**src/rtl/sev_seg_scan_decoder.sv**
```systemverilog
// sev_seg_scan_decoder: decodes a multiplexed seven-segment scan into per-digit BCD frames.
// Optional SEV_SEG_DP_CAPTURE_EN captures the decimal point per digit and lets it break stability.
module sev_seg_scan_decoder #(
   parameter int                DIGITS         = 5,
   parameter logic [DIGITS-1:0] DGT_MASK       = 5'b11111,
   parameter bit                SEG_ACTIVE_LOW = 1'b1,
   parameter bit                DGT_ACTIVE_LOW = 1'b1,
   parameter int                STABLE_CYC     = 4,
   parameter int                TIMEOUT_CYC    = 65535
) (
   input  logic                  clk,
   input  logic                  rst,
   input  logic [7:0]            seg_in,
   input  logic [DIGITS-1:0]     dgt_slct_in,
   output logic [4*DIGITS-1:0]   dgt_val,
   output logic [DIGITS-1:0]     dgt_err,
   output logic [DIGITS-1:0]     dp_val,
   output logic                  frm_done,
   output logic                  scan_lost
);
   logic [7:0]          r_seg_s1, r_seg_s2, r_prev_seg;
   logic [DIGITS-1:0]   r_sel_s1, r_sel_s2, r_prev_sel, r_seen, r_sh_err;
   logic [4*DIGITS-1:0] r_sh_val;
   logic [7:0]          r_cnt;
   logic [19:0]         r_idle;
   logic [7:0]          w_seg, w_seg_c, w_cnt_nxt;
   logic [DIGITS-1:0]   w_sel;
   logic [19:0]         w_idle_nxt;
   logic [3:0]          w_dec;
   logic                w_valid, w_same, w_acc, w_done, w_to;

   function automatic logic [3:0] f_dec(input logic [6:0] p);
      case (p)
         7'h3F: f_dec = 4'd0;
         7'h06: f_dec = 4'd1;
         7'h5B: f_dec = 4'd2;
         7'h4F: f_dec = 4'd3;
         7'h66: f_dec = 4'd4;
         7'h6D: f_dec = 4'd5;
         7'h7D: f_dec = 4'd6;
         7'h07: f_dec = 4'd7;
         7'h7F: f_dec = 4'd8;
         7'h6F: f_dec = 4'd9;
         default: f_dec = 4'hF;
      endcase
   endfunction

   assign w_seg = SEG_ACTIVE_LOW ? ~r_seg_s2 : r_seg_s2;
   assign w_sel = DGT_ACTIVE_LOW ? ~r_sel_s2 : r_sel_s2;
`ifdef SEV_SEG_DP_CAPTURE_EN
   assign w_seg_c = w_seg;
`else
   assign w_seg_c = w_seg & 8'h7F;
`endif
   assign w_dec      = f_dec(w_seg[6:0]);
   assign w_valid    = (w_sel != '0) && ((w_sel & (w_sel - 1'b1)) == '0);
   assign w_same     = (w_sel == r_prev_sel) && (w_seg_c == r_prev_seg) && (r_cnt != 8'd0);
   assign w_cnt_nxt  = !w_valid ? 8'd0 : !w_same ? 8'd1 : (r_cnt == 8'hFF) ? 8'hFF : r_cnt + 8'd1;
   // The guard stops a saturated counter (STABLE_CYC=255) from re-accepting every cycle
   assign w_acc      = w_valid && (w_cnt_nxt == 8'(STABLE_CYC)) && !(w_same && r_cnt == 8'(STABLE_CYC));
   assign w_done     = (r_seen & DGT_MASK) == DGT_MASK;
   assign w_idle_nxt = w_acc ? 20'd0 : w_valid ? r_idle : (r_idle == 20'(TIMEOUT_CYC)) ? r_idle : r_idle + 20'd1;
   assign w_to       = (w_idle_nxt == 20'(TIMEOUT_CYC)) && (r_idle != 20'(TIMEOUT_CYC));

`ifdef SEV_SEG_DP_CAPTURE_EN
   logic [DIGITS-1:0] r_sh_dp, r_dp_val;
   assign dp_val = r_dp_val;
   always_ff @(posedge clk or negedge rst)
      if (!rst) begin
         r_sh_dp  <= '0;
         r_dp_val <= '0;
      end else begin
         if (w_done) r_dp_val <= r_sh_dp;
         if (w_to) r_sh_dp <= '0;
         else if (w_acc) r_sh_dp <= (r_sh_dp & ~w_sel) | (w_seg[7] ? w_sel : '0);
      end
`else
   assign dp_val = '0;
`endif

   always_ff @(posedge clk or negedge rst)
      if (!rst) begin
         r_seg_s1   <= '0;
         r_seg_s2   <= '0;
         r_sel_s1   <= '0;
         r_sel_s2   <= '0;
         r_prev_seg <= '0;
         r_prev_sel <= '0;
         r_cnt      <= '0;
         r_idle     <= '0;
         r_seen     <= '0;
         r_sh_val   <= '0;
         r_sh_err   <= '0;
         dgt_val    <= '0;
         dgt_err    <= '0;
         frm_done   <= 1'b0;
         scan_lost  <= 1'b0;
      end else begin
         r_seg_s1   <= seg_in;
         r_seg_s2   <= r_seg_s1;
         r_sel_s1   <= dgt_slct_in;
         r_sel_s2   <= r_sel_s1;
         r_prev_seg <= w_seg_c;
         r_prev_sel <= w_sel;
         r_cnt      <= w_cnt_nxt;
         r_idle     <= w_idle_nxt;
         frm_done   <= w_done;
         if (w_done) begin
            dgt_val <= r_sh_val;
            dgt_err <= r_sh_err;
         end
         if (w_acc) scan_lost <= 1'b0;
         else if (w_to) scan_lost <= 1'b1;
         // Clearing before OR-ing makes a completion-cycle acceptance count toward the next frame
         r_seen <= w_to ? '0 : ((w_done ? '0 : r_seen) | (w_acc ? w_sel : '0));
         if (w_to) begin
            r_sh_val <= '0;
            r_sh_err <= '0;
         end else if (w_acc) begin
            for (int i = 0; i < DIGITS; i++)
               if (w_sel[i]) begin
                  r_sh_val[4*i +: 4] <= w_dec;
                  r_sh_err[i]        <= (w_dec == 4'hF);
               end
         end
      end
endmodule

```
**config.mk**
```make
export PLATFORM = sky130hd
export DESIGN_NAME = sev_seg_scan_decoder
export DESIGN_NICKNAME = d
export VERILOG_FILES = /design/src/rtl/sev_seg_scan_decoder.sv
export SDC_FILE = /design/constraint.sdc
export NUM_CORES = 1
export LEC_CHECK = 0
export BUFFER_PORTS_ARGS = -buffer_cell sky130_fd_sc_hd__clkbuf_2
export CAP_MARGIN = 20
export CORE_ASPECT_RATIO = 1.2
export CORE_MARGIN = 8
export CORE_UTILIZATION = 50
export DETAILED_ROUTE_END_ITERATION = 10
export GPL_TIMING_DRIVEN = 0
export HOLD_SLACK_MARGIN = 0.15
export MAX_ROUTING_LAYER = met4
export PLACE_DENSITY = 0.79
export SYNTH_ARGS = -nofsm -noshare
export SYNTH_HDL_FRONTEND = slang
export SYNTH_SLANG_ARGS = --single-unit
```
**constraint.sdc**
```tcl
create_clock -name clk -period 4.2 [get_ports clk]
set_input_delay 0.42 -clock clk [delete_from_list [all_inputs] [get_ports clk]]
set_output_delay 0.42 -clock clk [all_outputs]
set_load 0.03 [all_outputs]
```
After elaboration in Yosys (flattened, before gate mapping)
Index checks and enable logic that the tools add are counted.
{"block": "word_totals", "register_bits": 121, "inputBits": 15, "output_inout_bits": 32}
{"block": "classes", "n_addsub": 3, "eq_ne": 20, "mux": 26, "n_bitwise": 4, "reduce_logical": 22}
{"operator": "$mux W20", "n": 5}
{"operator": "$eq A7 B7 Y1 const B", "n": 7}
{"operator": "$eq A20 B16 Y1 const B", "n": 2}
{"operator": "$pmux W4 S10", "n": 1}
{"operator": "$mux W5", "n": 5}
{"operator": "$mux W8", "n": 3}
{"operator": "$add A20 B1 Y20 const B", "n": 1}
{"operator": "$mux W4", "n": 5}
{"operator": "$ne A20 B16 Y1 const B", "n": 1}
{"operator": "$eq A8 B3 Y1 const B", "n": 2}
{"operator": "$eq A7 B3 Y1 const B", "n": 2}
{"operator": "$reduce_bool A2 Y1", "n": 6}
{"operator": "$reduce_and A2 Y1", "n": 5}
{"operator": "$add A8 B1 Y8 const B", "n": 1}
{"operator": "$eq A8 B8 Y1 const B", "n": 1}
{"operator": "$reduce_bool A8 Y1", "n": 1}
{"operator": "$eq A7 B6 Y1 const B", "n": 1}
{"operator": "$eq A7 B7 Y1", "n": 1}
{"operator": "$logic_and A1 B1 Y1", "n": 7}
{"operator": "$mux W1", "n": 7}
{"operator": "$not A7 Y7", "n": 1}
{"operator": "$and A5 B5 Y5", "n": 1}
{"operator": "$eq A5 B5 Y1", "n": 1}
{"operator": "$eq A5 B5 Y1 const B", "n": 1}
{"operator": "other kinds (7)", "n": 7}

Longest topological paths before layout
Gate-level depths: netlist of the first run.
{"block": "logic_depth", "word_depth": 14, "ltp_mapped": 12}

Least setup slack after synthesis of the first run
OpenSTA, ideal clock, no wires.
{"block": "synth_path", "path_kind": "register to register", "start": "register r_cnt[0]", "end": "register r_sh_val[0]", "setup_ps": 119, "arrival_ps": 2779, "required_ps": 4081, "slack_ps": 1302, "stages_incl_launch_ff": 11, "n_path_buf": 2, "synth_period_minus_slack_ps": 2898, "cell_sequence": "dfrtp_1 > ha_1 > or4b_1 > mux2_2 > a221oi_1 > and4_1 > buf_2 > a211oi_1 > nor4_4 > buf_6 > nor2_2"}
{"block": "synth_via", "elab_chain_len": 12}
{"element": "start: declaration", "line": "24", "text": "logic [7:0] r_cnt;"}
{"element": "start signal: assignment", "line": "105", "text": "r_cnt <= w_cnt_nxt;"}
{"element": "$add A8 B1 Y8 (tied with other cells)", "line": "58", "text": "assign w_cnt_nxt = !w_valid ? 8'd0 : !w_same ? 8'd1 : (r_cnt == 8'hFF) ? 8'hFF : r_cnt + 8'd1;"}
{"element": "$mux W8 / $logic_and A1 B1 Y1 (equally long branches)", "line": "58, 57"}
{"element": "$mux W8 (2 in a row)", "line": "58"}
{"element": "$eq A8 B3 Y1", "line": "60", "text": "assign w_acc = w_valid && (w_cnt_nxt == 8'(STABLE_CYC)) && !(w_same && r_cnt == 8'(STABLE_CYC));"}
{"element": "$logic_and A1 B1 Y1", "line": "60"}
{"element": "$logic_and A1 B1 Y1 (*)", "line": "60"}
{"element": "$mux W20", "line": "62", "text": "assign w_idle_nxt = w_acc ? 20'd0 : w_valid ? r_idle : (r_idle == 20'(TIMEOUT_CYC)) ? r_idle : r_idle + 20'd1;"}
{"element": "$eq A20 B16 Y1", "line": "63", "text": "assign w_to = (w_idle_nxt == 20'(TIMEOUT_CYC)) && (r_idle != 20'(TIMEOUT_CYC));"}
{"element": "$logic_and A1 B1 Y1", "line": "63"}
{"element": "$reduce_bool A2 Y1 (no source line)"}
{"element": "$reduce_and A2 Y1 (no source line)"}
{"element": "end signal: indexed assignment", "line": "122", "text": "r_sh_val[4*i +: 4] <= w_dec;"}
{"element": "end: declaration", "line": "23", "text": "logic [4*DIGITS-1:0] r_sh_val;"}
Mark *: on every way between the ends. The rest lies on a longest branch, timed or not.
A chain may end at the register's enable or synchronous reset.

Worst setup path after layout of the first run
{"block": "layout_path", "start": "register r_sel_s2[2]", "end": "register r_sh_val[6]"}
{"block": "layout_via", "elab_chain_len": 14}
{"element": "start: declaration", "line": "22", "text": "logic [DIGITS-1:0] r_sel_s1, r_sel_s2, r_prev_sel, r_seen, r_sh_err;"}
{"element": "start signal: assignment", "line": "102", "text": "r_sel_s2 <= r_sel_s1;"}
{"element": "$not A5 Y5 (*)", "line": "49", "text": "assign w_sel = DGT_ACTIVE_LOW ? ~r_sel_s2 : r_sel_s2;"}
{"element": "$sub A5 B1 Y5 / $eq A5 B5 Y1 (equally long branches)", "line": "56, 57"}
{"element": "$and A5 B5 Y5 / $logic_and A1 B1 Y1 (equally long branches)", "line": "56, 57"}
{"element": "$logic_not A5 Y1 / $logic_and A1 B1 Y1 (equally long branches)", "line": "56, 57"}
{"element": "$logic_and A1 B1 Y1 / $mux W8 (equally long branches)", "line": "56, 58"}
{"element": "$mux W8", "line": "58"}
{"element": "$eq A8 B3 Y1", "line": "60"}
{"element": "$logic_and A1 B1 Y1 (2 in a row)", "line": "60"}
{"element": "$mux W20", "line": "62"}
{"element": "$eq A20 B16 Y1", "line": "63"}
{"element": "$logic_and A1 B1 Y1", "line": "63"}
{"element": "$reduce_bool A2 Y1 (no source line)"}
{"element": "$reduce_and A2 Y1 (no source line)"}
Marked as above.

==> results.py, run 1 <==
metrics = {
    "grt": {
        "antenna_found_initial": 0,
        "grt_remaining_overflow": 0,
        "grt_pass1_vias": 4667,
        "grt_usage": 0.189,
        "grt_max_degree": 91,
        "grt_pass1_wl_um": 22500,
    },
    "clock_tree": {
        "cts_resized": 0,
        "clockBufferDepth": 2,
        "numClockSinks": 121,
        "root_buffer": "clkbuf_16",
        "numCtsBuffers": 17,
        "cts_tree": "done",
        "cts_max_level": 4,
        "cts_setup_buffers": 0,
        "cts_hold_buf": 13,
        "path_clk_slew_ns": 0.06,
        "insertion_delay_ns": 0.41,
    },
    "detailed_routing": {
        "wl_per_cell_um": 16.0,
        "drtPass1Iterations": 6,
        "vias": 4459,
        "routed_wl_um": 13100,
        "via_per_inst": 5.47,
        "drtIter0Drc": 250,
        "drc": 0,
        "antenna_left": 0,
    },
    "floorplanning": {
        "core-area_um2": 11400,
        "die_x_um": 114,
        "initial_utilization": 0.505,
        "dieArea_um2": 15200,
        "rows": 43,
        "die_h_um": 133,
        "pin_count": 47,
    },
    "finish": {
        "antennaDiodeCount": 0,
        "drive_gt1_frac": 0.210,
        "syn_to_final_growth_pct": 20.6,
        "nets": 663,
        "nFillCells": 903,
    },
    "synthesis": {
        "synthDistinctLibCells": 72,
        "synthCells": 568,
        "ys_warn_count": 0,
        "ys_seq_area_frac": 0.528,
        "synthArstFlopShare": 1.00,
        "synth-main-ff-cell": "dfrtp_1",
        "syn_area_um2": 5740,
        "ys_ff_latch": 121,
        "syn_avg_cell_area_um2": 10.1,
        "synth_edf_count": 0,
    },
    "placed_design": {
        "dpl.hpwl_um": 9020,
        "port_buffers": 40,
        "gp_congestion": 0.917,
    },
    "run_status": {
        "status": "finished, final reports clean",
    },
    "sta": {
        "rsz0062_at_grt": "false",
        "setup_viol": 0,
        "timing.setup.tns_ns": 0,
        "worst_slew_pin_slew_ns": 0.721,
        "relSlewSlack": 0.518,
        "hold_violations": 0,
        "clock_skew_ns": 0.00858,
        "report.final.slew_viol_count": 0,
        "fin_crit_sh": 0.821,
        "fin_hold_ws_ns": 0.347,
        "fmax_mhz": 290,
        "fin_crit_ns": 3.45,
    },
    "worst_setup_path": {
        "cp_max_fo": 10,
        "cp_data_arrival_time_ns": 3.74,
        "rrSetupSlack_ns": 0.75,
        "startpoint_type": "flip-flop",
        "critPathCaptureType": "flip-flop",
        "path_buf_inv": 3,
        "cp.required_ns": 4.50,
        "crit_top_cell": "clkbuf_1",
        "cpPeakStageDelay_ns": 0.53,
        "critPathKind": "flip-flop to flip-flop",
        "worstPathCellList": "clkbuf_1 > and3b_1 > a22oi_2 > nand2_1 > clkbuf_1 > nor2_1 > a32oi_1 > a221o_1 > nor4_4 > buf_6 > nor2_2",
        "cp_slowest_cell": "nor2_1",
        "path_delay_family": "simple AND/OR/NAND/NOR gates",
    },
    "pwr": {
        "p_total_w": 0.00305,
        "p_per_area_nw_per_um2": 441,
        "irDropWorstVdd_mv": 0.281,
        "leakage_nw": 3.19,
    },
    "job": {
        "cap_viol_max_count": 0,
    },
    "min_path": {
        "hold_class": "flip-flop to flip-flop",
    },
}
[path summary, 6_finish.rpt]
check / endpoint / from / cells after the start
worst min-delay path: r_seg_s2[6]$_DFF_PN0_ / r_seg_s1[6]$_DFF_PN0_ / 0
worst min register to register: r_seg_s2[6]$_DFF_PN0_ / r_seg_s1[6]$_DFF_PN0_ / 0
worst max register to register: r_sh_val[6]$_DFFE_PN0P_ / r_sel_s2[2]$_DFF_PN0_ / 11
worst max-delay path: r_sh_val[6]$_DFFE_PN0P_ / r_sel_s2[2]$_DFF_PN0_ / 11
min in group asynchronous: r_cnt[4]$_DFF_PN0_ / rst / 2
max in group asynchronous: dgt_val[6]$_DFFE_PN0P_ / rst / 3
[where the power goes]
part	internal [W]	leakage, nW	total [W]	switching (W)
Clock	0.000903	0.287	0.00146	0.000559
Sequential	0.00122	1.59	0.00128	0.0000628
Combinational	0.000124	1.31	0.000305	0.000181
Total	0.00225	3.19	0.00305	0.000803
[flip-flops by register name, indices dropped and copies added (netlist names)]
name / count
r_prev_seg: 7
r_sh_err: 5
dgt_val: 20
r_seg_s2: 7
r_idle: 20
r_seen: 5
r_sh_val: 20
frm_done: 1
r_sel_s2: 5
r_seg_s1: 7
scan_lost: 1
dgt_err: 5
r_prev_sel: 5
r_sel_s1: 5
r_cnt: 8
[cell usage after synthesis (all sizes together) (2+ instances only)]
library cell  count  share of area
a211o             3         0.0046
a21boi            2         0.0026
a21o              2         0.0026
a21oi            19          0.017
a221o             2         0.0035
a22oi             2         0.0035
a31oi             5         0.0055
and2              5         0.0055
and3              8         0.0087
and3b             3         0.0046
and4              2         0.0031
buf              19          0.023
clkbuf           11         0.0074
dfrtp           121           0.53
ha                3         0.0065
inv              19          0.012
mux2i            26          0.045
nand2            93          0.061
nand2b            6         0.0065
nand3            25          0.024
nand4             9          0.012
nand4b            3         0.0046
nor2             69          0.059
nor3             12          0.010
nor4              9          0.012
nor4b             3         0.0072
o211ai            5         0.0065
o21ai            10         0.0087
or2               4         0.0044
or3               6         0.0065
or3b              2         0.0031
or4               4         0.0052
or4b              2         0.0035
xnor2            11          0.017
xor2             20          0.031
[cell usage in the layout (no fill, tap or decap), types with 7 or more instances in the layout]
cell,instances
dfrtp_1,121
nand2_1,93
clkbuf_2,40
nor2_1,37
nor2_2,32
mux2i_1,26
nand3_1,23
xor2_1,20
a21oi_1,19
inv_1,18
clkbuf_16,17
dlygate4sd3_1,13
nor3_1,12
xnor2_1,11
clkbuf_1,10
o21ai_0,10
and3_1,8
nor4_1,8
buf_2,7
nand4_1,7
[area by class of cell]
cell class              count  area [um^2]  area share
plain buffers              30          175      0.0253
clock buffers              18          439      0.0635
clock inverters            14          163      0.0235
inverters                  20         75.1      0.0109
multi-input cells         401         2470       0.358
flip-flops and latches    121         3030       0.438
well taps                 157          196      0.0284
repair buffers             54          367      0.0530
[logic make-up after synthesis]
kind of cell    Yosys count  synth area share
compound gates           67            0.0803
xor+xnor                 31            0.0473
fa+ha+maj                 3           0.00655
buf+inv                  50            0.0436
flops                   121             0.528
mux                      27            0.0473
other cells               1          0.000654
simple gates            268             0.246
[metal layers]
layer	wire length (um)	part of all wire	up-vias	global-route usage
met4	325	0.025	0	0.0927
met5	0	0	-	-
met1	5530	0.42	2174	0.216
met3	521	0.040	28	0.0426
met2	6680	0.51	150	0.306
li1	-	-	2107	-
[worst reg2reg max path, delay by kind of cell (launching register included)]
kind,cells,cell delay [ns]
simple gates,5,1.49
buf+inv,3,0.75
compound gates,3,0.75
flops,1,0.35
[through the flow]
step	setup WS, ns	utilization	instance area (um^2)	cells
after detailed placement	0.822	0.545	6180	770
final	0.752	0.609	6920	815
after CTS	0.773	0.609	6920	815
after floorplan	1.30	-	5750	572
after global routing	0.564	0.609	6920	815
after global placement	0.836	0.541	6150	769
No activity file was read; power rests on OpenSTA's default activity.
==> run 2, diff against run 1 <==
PLACE_DENSITY = 0.81   (was 0.79)
clock period = 3.1 ns   (was 4.2 ns; I/O delays follow)
==> run 2 against run 1 <==
Net effect:
- clock skew is 0.0036 ns higher
- sequential share of layout area is 1.4 points lower
- routed wire length is 6.8% higher
- combinational power is 60% higher
==> results.py, run 2 (synthesis gave the netlist of run 1 again) <==
metrics = {
    "run_status": {
        "status": "finished, final reports clean",
    },
    "detailed_routing": {
        "wl_per_cell_um": 16.9,
        "drc": 0,
        "routed_wl_um": 13900,
        "vias": 4566,
        "drtIter0Drc": 263,
        "via_per_inst": 5.55,
        "antenna_left": 0,
        "drtPass1Iterations": 5,
    },
    "pwr": {
        "seq_power_share": 0.409,
        "leakage_nw": 3.26,
        "p_per_area_nw_per_um2": 595,
        "intPower_w": 0.00316,
        "p_clk_frac": 0.477,
        "irDropWorstVdd_mv": 0.443,
        "p_sw_frac": 0.257,
        "p_total_w": 0.00425,
        "combPwrFrac": 0.115,
        "switchingPower_w": 0.00109,
    },
    "clock_tree": {
        "numClockSinks": 121,
        "cts_tree": "done",
        "numCtsBuffers": 17,
        "cts_max_level": 4,
        "clockBufferDepth": 2,
        "insertion_delay_ns": 0.42,
        "path_clk_slew_ns": 0.06,
        "root_buffer": "clkbuf_16",
    },
    "grt": {
        "grt_usage": 0.193,
        "grt_pass1_wl_um": 22800,
        "grt_pass1_vias": 4694,
        "grt_remaining_overflow": 0,
        "antenna_found_initial": 0,
        "grt_max_degree": 122,
    },
    "placed_design": {
        "placed_cells": 769,
        "place_ws_ns": -0.282,
        "port_buffers": 40,
        "dpl.hpwl_um": 8700,
        "gp_congestion": 0.924,
    },
    "finish": {
        "syn_to_final_growth_pct": 24.7,
        "mostFrequentLayoutCells": "dfrtp_1 (120), nand2_1 (92), clkbuf_2 (41)",
        "nets": 671,
        "nFillCells": 845,
        "antennaDiodeCount": 0,
        "drive_gt1_frac": 0.254,
        "register_area_um2": 3030,
        "final_cell_count_no_fill": 823,
        "layout_commonest_cell": "dfrtp_1",
        "multi_input_area_um2": 2610,
        "reg_top3": "dgt_val x20, r_idle x20, r_sh_val x20",
    },
    "floorplanning": {
        "pin_count": 47,
        "die_h_um": 133,
        "initial_utilization": 0.505,
        "die_x_um": 114,
        "rows": 43,
        "dieArea_um2": 15200,
        "core-area_um2": 11400,
    },
    "sta": {
        "fin_crit_ns": 3.01,
        "worst_slew_pin_slew_ns": 0.923,
        "fin_crit_sh": 0.972,
        "relSlewSlack": 0.384,
        "clock_skew_ns": 0.0122,
        "report.final.slew_viol_count": 0,
        "hold_violations": 0,
        "setup_viol": 0,
        "rsz0062_at_grt": "true",
        "worst_slack_ns": 0.0873,
        "fmax_mhz": 332,
    },
    "worst_setup_path": {
        "critPathKind": "flip-flop to flip-flop",
        "startpoint_type": "flip-flop",
        "cp.required_ns": 3.40,
        "critPathCaptureType": "flip-flop",
        "cp_max_fo": 10,
        "cpPeakStageDelay_ns": 0.42,
        "cp_data_arrival_time_ns": 3.31,
        "worstPathCellList": "buf_4 > nand3_1 > or3_4 > o41ai_1 > o211ai_1 > a311oi_1 > nand4_1 > nor4_4 > buf_6 > buf_12 > nor2_2",
        "cp_slowest_cell": "or3_4",
    },
    "min_path": {
        "hold_class": "flip-flop to flip-flop",
    },
    "job": {
        "cap_viol_max_count": 0,
    },
}
run 2: changes by cell type in the layout (fill, tap and decap cells not counted), sizes merged:
| cell | before | now |
|---|---|---|
| bufinv | 2 | 3 |
| buf | 20 | 29 |
| clkinv | 5 | 6 |
| inv | 24 | 21 |
run 2: final timing paths:
check,slack (ns),cells after the start,end,startpoint
setup / recovery,0.09,11,r_sh_err[3]$_DFFE_PN0P_,r_idle[1]$_DFF_PN0_
hold / removal,0.35,0,r_seg_s2[1]$_DFF_PN0_,r_seg_s1[1]$_DFF_PN0_
setup reg to reg,0.09,11,r_sh_err[3]$_DFFE_PN0P_,r_idle[1]$_DFF_PN0_
hold reg to reg,0.35,0,r_seg_s2[1]$_DFF_PN0_,r_seg_s1[1]$_DFF_PN0_
max in group asynchronous,1.84,2,r_idle[0]$_DFF_PN0_,rst
min in group asynchronous,0.60,2,r_cnt[7]$_DFF_PN0_,rst
run 2: metrics by stage:
step | util | setup TNS (ns) | hold slack, ns | instance area (um^2)
2_1_floorplan | - | 0 | 0.0144 | 5750
3_3_place_gp | 0.541 | -7.62 | 0.333 | 6150
3_5_place_dp | 0.542 | -8.08 | 0.335 | 6160
4_1_cts | 0.619 | 0 | 0.348 | 7020
5_1_grt | 0.630 | -0.883 | 0.351 | 7150
6_report | 0.630 | 0 | 0.345 | 7150
run 2: cell type report:
type                            instances  share of cell area
Timing Repair Buffer                   63              0.0585
Multi-Input combinational cell        401               0.365
Inverter                               20              0.0105
Clock buffer                           19              0.0620
Tap cell                              157              0.0275
Clock inverter                         13              0.0236
Sequential cell                       121               0.424
Buffer                                 29              0.0292
run 2: metal layers:
| metal | track usage | vias up | part of all wire |
|---|---|---|---|
| met5 | - | - | 0 |
| met4 | 0.0986 | 0 | 0.022 |
| met3 | 0.0371 | 28 | 0.050 |
| met2 | 0.321 | 163 | 0.52 |
| met1 | 0.217 | 2256 | 0.41 |
| li1 | - | 2119 | - |
run 2: worst max-delay path, delay by kind of cell, from the launching register on:
family	cells	cell delay (ns)
buffers and inverters	3	0.47
and+or+nand+nor	5	1.13
AOI/OAI and AO/OA	3	0.89
DFF	1	0.40
run 2: repair_timing:
item,4_1_cts,5_1_grt
hold buffers,13,0
hold endpoints to repair,133,0
pin swaps,1,6
buffers inserted,3,7
setup endpoints to repair,30,32
gates resized for setup,25,20
run 2: power groups by stage:
stage / Sequential (W) / Clock (W) / Combinational [W]
2_1_floorplan: 0.00174 / 0 / 0.000289
3_3_place_gp: 0.00176 / 0 / 0.000373
3_5_place_dp: 0.00176 / 0 / 0.000387
4_1_cts: 0.00173 / 0.00205 / 0.000459
5_1_grt: 0.00175 / 0.00213 / 0.000531
6_report: 0.00174 / 0.00203 / 0.000488
